==> src/rtl/beep_pkg.sv <==
// Shared types and constants for the beep scheduler.
//   state_t      : scheduler FSM states
//   RATE_*       : active_rate / pending_rate encodings
//   CNT_W        : half-period counter width (covers 25_000_000-1)
//   clamp_rate   : folds levels 5..7 onto RATE_CONT
//   is_beep_rate : true for the four pulsed rates
package beep_pkg;

  typedef enum logic [1:0] {ST_IDLE, ST_ON, ST_OFF, ST_CONT} state_t;

  localparam logic [2:0] RATE_OFF      = 3'd0;
  localparam logic [2:0] RATE_SLOWER   = 3'd1;
  localparam logic [2:0] RATE_SLOW     = 3'd2;
  localparam logic [2:0] RATE_MODERATE = 3'd3;
  localparam logic [2:0] RATE_FAST     = 3'd4;
  localparam logic [2:0] RATE_CONT     = 3'd5;

  localparam int CNT_W = $clog2(25_000_000);

  function automatic logic [2:0] clamp_rate(input logic [2:0] lvl);
    return (lvl > RATE_CONT) ? RATE_CONT : lvl;
  endfunction

  function automatic logic is_beep_rate(input logic [2:0] r);
    return (r >= RATE_SLOWER) && (r <= RATE_FAST);
  endfunction

endpackage

==> src/rtl/beep_scheduler_if.sv <==
// Control/status bundle of the beep scheduler.
//   enable       : run enable (level)
//   level_valid  : one-cycle strobe qualifying level
//   level        : requested rate 0..7
//   beep_out     : buzzer drive
//   active_rate  : rate currently sounding 0..5
//   period_tick  : pulse on the last cycle of each ON+OFF period
// master drives the requests, slave is the scheduler.
interface beep_scheduler_if;
  logic       enable;
  logic       level_valid;
  logic [2:0] level;
  logic       beep_out;
  logic [2:0] active_rate;
  logic       period_tick;

  modport master (output enable, level_valid, level,
                  input  beep_out, active_rate, period_tick);
  modport slave  (input  enable, level_valid, level,
                  output beep_out, active_rate, period_tick);
endinterface

==> src/rtl/level_debounce.sv <==
// Level debouncer: a level is accepted only after CONFIRM consecutive
// identical strobed samples. Accepted levels 5..7 collapse to RATE_CONT.
//   clk, rst     : clock, synchronous active-high reset
//   level_valid  : sample strobe
//   level        : sampled level
//   pending_rate : last accepted rate 0..5
module level_debounce
  import beep_pkg::*;
#(
  parameter int CONFIRM = 3
) (
  input  logic       clk,
  input  logic       rst,
  input  logic       level_valid,
  input  logic [2:0] level,
  output logic [2:0] pending_rate
);

  localparam logic [3:0] CONF = 4'(CONFIRM);

  logic [2:0] cand;
  logic [3:0] cnt, cnt_nxt;

  // Count saturates at CONF so a long steady run never wraps.
  always_comb begin
    cnt_nxt = 4'd1;
    if (level == cand) cnt_nxt = (cnt >= CONF) ? cnt : cnt + 4'd1;
  end

  always_ff @(posedge clk) begin
    if (rst) begin
      cand         <= RATE_OFF;
      cnt          <= '0;
      pending_rate <= RATE_OFF;
    end else if (level_valid) begin
      cand <= level;
      cnt  <= cnt_nxt;
      if (cnt_nxt == CONF) pending_rate <= clamp_rate(level);
    end
  end

endmodule

==> src/rtl/beep_scheduler.sv <==
// Beep scheduler: turns a debounced rate request into a buzzer pattern of
// HALF cycles high / HALF cycles low, or a steady tone for RATE_CONT.
// Rate changes only take effect at period boundaries so beeps are never
// clipped.
//   clk, rst : clock, synchronous active-high reset
//   bus      : beep_scheduler_if.slave (enable/level in, beep/status out)
module beep_scheduler
  import beep_pkg::*;
#(
  parameter int HALF_SLOWER   = 25_000_000,
  parameter int HALF_SLOW     = 16_666_667,
  parameter int HALF_MODERATE = 12_500_000,
  parameter int HALF_FAST     = 5_000_000,
  parameter int CONFIRM       = 3
) (
  input  logic              clk,
  input  logic              rst,
  beep_scheduler_if.slave   bus
);

  state_t           state, state_nxt;
  logic [CNT_W-1:0] cnt, cnt_nxt, half_term;
  logic [2:0]       act, act_nxt, pend;
  logic             tick, beep_q;
  logic             term;

  level_debounce #(.CONFIRM(CONFIRM)) u_deb (
    .clk          (clk),
    .rst          (rst),
    .level_valid  (bus.level_valid),
    .level        (bus.level),
    .pending_rate (pend)
  );

  // Terminal count for the rate being played.
  always_comb begin
    case (act)
      RATE_SLOWER:   half_term = CNT_W'(HALF_SLOWER - 1);
      RATE_SLOW:     half_term = CNT_W'(HALF_SLOW - 1);
      RATE_MODERATE: half_term = CNT_W'(HALF_MODERATE - 1);
      RATE_FAST:     half_term = CNT_W'(HALF_FAST - 1);
      default:       half_term = '0;
    endcase
  end

  assign term = (cnt == half_term);

  always_comb begin
    state_nxt = state;
    cnt_nxt   = cnt;
    act_nxt   = act;
    tick      = 1'b0;
    if (!bus.enable) begin
      // enable outranks everything, including a coincident period boundary
      state_nxt = ST_IDLE;
      cnt_nxt   = '0;
      act_nxt   = RATE_OFF;
    end else begin
      case (state)
        ST_IDLE: begin
          if (is_beep_rate(pend)) begin
            state_nxt = ST_ON;
            act_nxt   = pend;
            cnt_nxt   = '0;
          end else if (pend == RATE_CONT) begin
            state_nxt = ST_CONT;
            act_nxt   = RATE_CONT;
            cnt_nxt   = '0;
          end
        end
        ST_ON: begin
          if (term) begin
            state_nxt = ST_OFF;
            cnt_nxt   = '0;
          end else begin
            cnt_nxt = cnt + 1'b1;
          end
        end
        ST_OFF: begin
          if (term) begin
            tick    = 1'b1;
            cnt_nxt = '0;
            if (pend == RATE_OFF) begin
              state_nxt = ST_IDLE;
              act_nxt   = RATE_OFF;
            end else if (pend == RATE_CONT) begin
              state_nxt = ST_CONT;
              act_nxt   = RATE_CONT;
            end else begin
              state_nxt = ST_ON;
              act_nxt   = pend;
            end
          end else begin
            cnt_nxt = cnt + 1'b1;
          end
        end
        ST_CONT: begin
          if (pend == RATE_OFF) begin
            state_nxt = ST_IDLE;
            act_nxt   = RATE_OFF;
          end else if (is_beep_rate(pend)) begin
            state_nxt = ST_ON;
            act_nxt   = pend;
            cnt_nxt   = '0;
          end
        end
        default: begin
          state_nxt = ST_IDLE;
          cnt_nxt   = '0;
          act_nxt   = RATE_OFF;
        end
      endcase
    end
  end

  // beep_q is loaded from state_nxt so it always equals the decode of
  // the registered state, yet comes straight from a flop.
  always_ff @(posedge clk) begin
    if (rst) begin
      state  <= ST_IDLE;
      cnt    <= '0;
      act    <= RATE_OFF;
      beep_q <= 1'b0;
    end else begin
      state  <= state_nxt;
      cnt    <= cnt_nxt;
      act    <= act_nxt;
      beep_q <= (state_nxt == ST_ON) || (state_nxt == ST_CONT);
    end
  end

  assign bus.beep_out    = beep_q;
  assign bus.active_rate = act;
  assign bus.period_tick = tick & ~rst;

endmodule

==> src/flat_wrapper.sv <==
// flat-port wrapper written by rule: the top's interface ports become plain ports
module beep_scheduler_flat import beep_pkg::*;
#(
  parameter int HALF_SLOWER   = 25_000_000,
  parameter int HALF_SLOW     = 16_666_667,
  parameter int HALF_MODERATE = 12_500_000,
  parameter int HALF_FAST     = 5_000_000,
  parameter int CONFIRM       = 3
)
  (clk, rst, bus_enable, bus_level_valid, bus_level, bus_beep_out, bus_active_rate, bus_period_tick);
  beep_scheduler_if bus_i ();
  input  logic clk;
  input  logic rst;
  input wire logic [$bits(bus_i.enable)-1:0] bus_enable;
  input wire logic [$bits(bus_i.level_valid)-1:0] bus_level_valid;
  input wire logic [$bits(bus_i.level)-1:0] bus_level;
  output wire logic [$bits(bus_i.beep_out)-1:0] bus_beep_out;
  output wire logic [$bits(bus_i.active_rate)-1:0] bus_active_rate;
  output wire logic [$bits(bus_i.period_tick)-1:0] bus_period_tick;
  assign bus_i.enable = bus_enable;
  assign bus_i.level_valid = bus_level_valid;
  assign bus_i.level = bus_level;
  assign bus_beep_out = bus_i.beep_out;
  assign bus_active_rate = bus_i.active_rate;
  assign bus_period_tick = bus_i.period_tick;
  beep_scheduler #(.HALF_SLOWER(HALF_SLOWER), .HALF_SLOW(HALF_SLOW), .HALF_MODERATE(HALF_MODERATE), .HALF_FAST(HALF_FAST), .CONFIRM(CONFIRM)) u_core (.clk(clk), .rst(rst), .bus(bus_i));
endmodule
==> config.mk <==
export PLATFORM = sky130hd
export DESIGN_NAME = beep_scheduler_flat
export DESIGN_NICKNAME = d
export VERILOG_FILES = /design/src/rtl/beep_pkg.sv /design/src/rtl/beep_scheduler_if.sv /design/src/rtl/level_debounce.sv /design/src/rtl/beep_scheduler.sv /design/src/flat_wrapper.sv
export SDC_FILE = /design/constraint.sdc
export NUM_CORES = 1
export LEC_CHECK = 0
export ABC_AREA = 1
export CORE_MARGIN = 10
export CORE_UTILIZATION = 54
export CTS_CLUSTER_SIZE = 25
export DETAILED_ROUTE_END_ITERATION = 8
export MAX_ROUTING_LAYER = met4
export PLACE_DENSITY = 0.75
export SLEW_MARGIN = 20
export SYNTH_ARGS = -nofsm -noshare
export SYNTH_HDL_FRONTEND = slang
export SYNTH_SLANG_ARGS = --single-unit
export TNS_END_PERCENT = 5
==> constraint.sdc <==
create_clock -name clk -period 2.02 [get_ports clk]
set_input_delay 0.505 -clock clk [delete_from_list [all_inputs] [get_ports clk]]
set_output_delay 0.505 -clock clk [all_outputs]
set_load 0.01 [all_outputs]
==> impl_metrics.json <==
{
  "r2r_end": "u_core.cnt[18]",
  "tightest_slew_ns": 0.6948,
  "rsz0062_at_grt": "true",
  "postRouteAntennaNets": 0,
  "row_count": 24,
  "ys_types": 27,
  "vias": 2777,
  "setup-violations-final": 4,
  "cts_htree_levels": 2,
  "grt_pass1_vias": 2591,
  "start_kind": "register",
  "drc": 0,
  "synth_cells": 398,
  "syn_area_per_cell_um2": 6.419,
  "critPathBufInv": 2,
  "violations": "setup timing",
  "dieArea_um2": 7883,
  "fin_ws_ns": -0.3714,
  "clock_sinks": 41,
  "pwr-share-seq_pct": 44.2,
  "cp_slowest_cell": "dfxtp_4",
  "setup_tns_ns": -0.3816,
  "grt_pass1_wl_um": 11350,
  "grt_antenna_before_repair": 0,
  "mostFrequentLayoutCells": "96 x nand2_1, 65 x nor2_1, 57 x buf_4",
  "fillers": 357,
  "synth-async-reset-ratio_pct": 0,
  "worstPathRequired_ns": 1.51,
  "crit_chain": "buf_12 -> nor2_2 -> nor2_1 -> nor2_1 -> nand2_1 -> nor2_1 -> nand2_1 -> nor2_2 -> nand3_2 -> nor3_4 -> buf_2",
  "p_leak_nw": 1.459,
  "final_common_cell": "nand2_1",
  "drv_cap": 0,
  "synth_edf_count": 0,
  "initial_utilization_pct": 57.10,
  "vdd_ir_drop_max_uv": 480.2,
  "cts_tree": "done",
  "wl_um": 6972,
  "clockPowerShare_pct": 28.9,
  "cp.arrival_ns": 1.89,
  "cp_max_fo": 4,
  "regArea_um2": 832.0,
  "drive_above_1_share_pct": 20.47,
  "slew_headroom_pct": 53.58,
  "hold_buffers": 0,
  "multiInputGateArea_um2": 1592,
  "timing.rr.start": "u_core.bus.active_rate[2]",
  "hold_end": "u_core.u_deb.cnt[2]",
  "vias_per_cell": 5.330,
  "p_sw_uw": 612.8,
  "ys_seq_elements": 41,
  "port_buffers": 11,
  "clkTransAtPathRegs_ns": 0.08,
  "comb_power_share_pct": 26.9,
  "wire_per_inst_um": 13.38,
  "reg2reg_depth": 14,
  "final_nets": 483,
  "p_sw_share_pct": 32.02,
  "min_path_cells": 2,
  "yosysSeqAreaShare_pct": 32.13,
  "ios": 12,
  "cts_buffer_depth": 2,
  "grtUsageTotal_pct": 18.60,
  "fin_crit_sh_pct": 118.4,
  "dieHeight_um": 88.79,
  "power_density_nw_per_um2": 577.9,
  "fin_skew_ns": 0.003574,
  "syn_nets": 412,
  "diodes": 0,
  "syn2layout_area_growth_pct": 29.63,
  "status": "finished with violations",
  "dpl.hpwl_um": 5377,
  "intPower_mw": 1.301,
  "grt.overflow.total": 0,
  "critPathTopFamily": "simple AND/OR/NAND/NOR gates",
  "endpoint_kind": "output port",
  "numCtsBuffers": 5,
  "min_path_type": "reg -> reg",
  "syn_area_um2": 2555,
  "hold_viol": 0,
  "slew_violations": 0,
  "max_stage_delay_ns": 0.38,
  "worstSkewPairLatency_ns": 0.29,
  "core_um2": 4474,
  "grt_max_degree": 19,
  "hp-start": "u_core.u_deb.cnt[2]",
  "cp_common_cell": "nor2_1",
  "critPathKind": "reg -> out",
  "place_congestion": 0.9559,
  "drtIter0Drc": 248,
  "yosys_warnings": 0,
  "fmax_mhz": 418.2,
  "fin_util_pct": 74.02,
  "clockRootBuffer": "clkbuf_8",
  "first_pass_iters": 7,
  "die_x_um": 88.79,
  "r2r_setup_slack_ns": -0.01,
  "synth-main-ff-cell": "dfxtp_1",
  "min_period_ns": 2.391
}
[worst reg2reg max path: cells and delay by family (launching register included)]
family	cells	cell delay, ns
simple gates	12	1.16
flops	1	0.38
buf+inv	2	0.35
[cell type report]
cell class | count | area share [%]
multi-input combinational | 307 | 48.05
sequential | 41 | 25.12
timing repair buffer | 70 | 17.04
inverter | 44 | 5.213
clock buffer | 7 | 2.607
tap | 52 | 1.964
[stage by stage]
step	hold WS, ns	power (mW)	instances	cell area, um^2	setup slack [ns]
2_1_floorplan	0.4240	1.188	398	2577	0.003110
3_3_place_gp	0.4305	1.320	511	3128	-0.4482
3_5_place_dp	0.4365	1.333	511	3128	-0.4695
4_1_cts	0.4479	1.893	518	3242	-0.2939
5_1_grt	0.4770	2.007	521	3312	-0.4597
6_report	0.4480	1.914	521	3312	-0.3714
[timing repair]
action | 4_1_cts | 5_1_grt
pin swaps | 0 | 4
resized for setup | 15 | 11
endpoints found under the hold margin | 0 | 0
setup buffers | 0 | 3
endpoints found under the setup margin | 22 | 23
[how the worst max path moves through the flow]
stage | slack, ns | endpoint | startpoint | depth (start not counted)
after floorplan | 0.003 | bus_period_tick | u_core.bus.active_rate[0] | 11
after global placement | -0.45 | bus_period_tick | u_core.bus.active_rate[2] | 11
after detailed placement | -0.47 | bus_period_tick | u_core.bus.active_rate[2] | 11
after CTS | -0.29 | bus_period_tick | u_core.cnt[0] | 9
after global routing | -0.46 | bus_period_tick | u_core.bus.active_rate[2] | 11
final | -0.37 | bus_period_tick | u_core.bus.active_rate[2] | 11
[flip-flops by register name, summed over array words and instances, names as in the netlist]
name	count
u_core.u_deb.cnt	4
u_core.bus.active_rate	3
u_core.state	2
u_core.u_deb.cand	3
u_core.cnt	25
u_core.bus.beep_out	1
u_core.u_deb.pending_rate	3
[routing by layer]
metal,track usage (%),part of all wire (%),up-vias
met5,-,0,-
met4,5.874,1.9,0
met1,21.38,43,1239
met2,31.78,50,107
li1,-,-,1415
met3,3.585,4.8,16
[cell families (layout without fill, tap and decap cells)]
logic type / count (synthesis) / after routing / synth area share (%)
simple gates: 228 / 228 / 38.44
xor+xnor: 23 / 23 / 7.884
fa+ha+maj: 7 / 7 / 3.428
compound gates: 49 / 49 / 9.892
buf+inv: 50 / 121 / 8.227
flops: 41 / 41 / 32.13
[cells in the mapped netlist, types with 2 or more instances]
cell type,instances,area share [%]
nand2_1,99,15
nor2_1,71,10
inv_1,43,6.3
dfxtp_1,41,32
nand3_1,27,5.3
a21oi_1,26,5.1
o21ai_0,20,3.9
xor2_1,17,5.8
ha_1,7,3.4
nor3_1,7,1.4
nand4_1,6,1.5
xnor2_1,6,2.1
nor4_1,4,0.98
buf_6,3,1.3
clkbuf_1,3,0.44
nand3_2,3,1.2
or2_2,3,0.73
nand2_2,2,0.49
nand3b_1,2,0.59
[power groups by stage]
stage / combinational, mW / sequential (mW) / clock, mW
global placement: 0.456 / 0.864 / 0
finish: 0.516 / 0.846 / 0.552
global route: 0.566 / 0.849 / 0.592
detailed placement: 0.468 / 0.865 / 0
floorplan: 0.325 / 0.863 / 0
CTS: 0.483 / 0.846 / 0.564
Note: power is estimated with default switching activity, not from simulation.
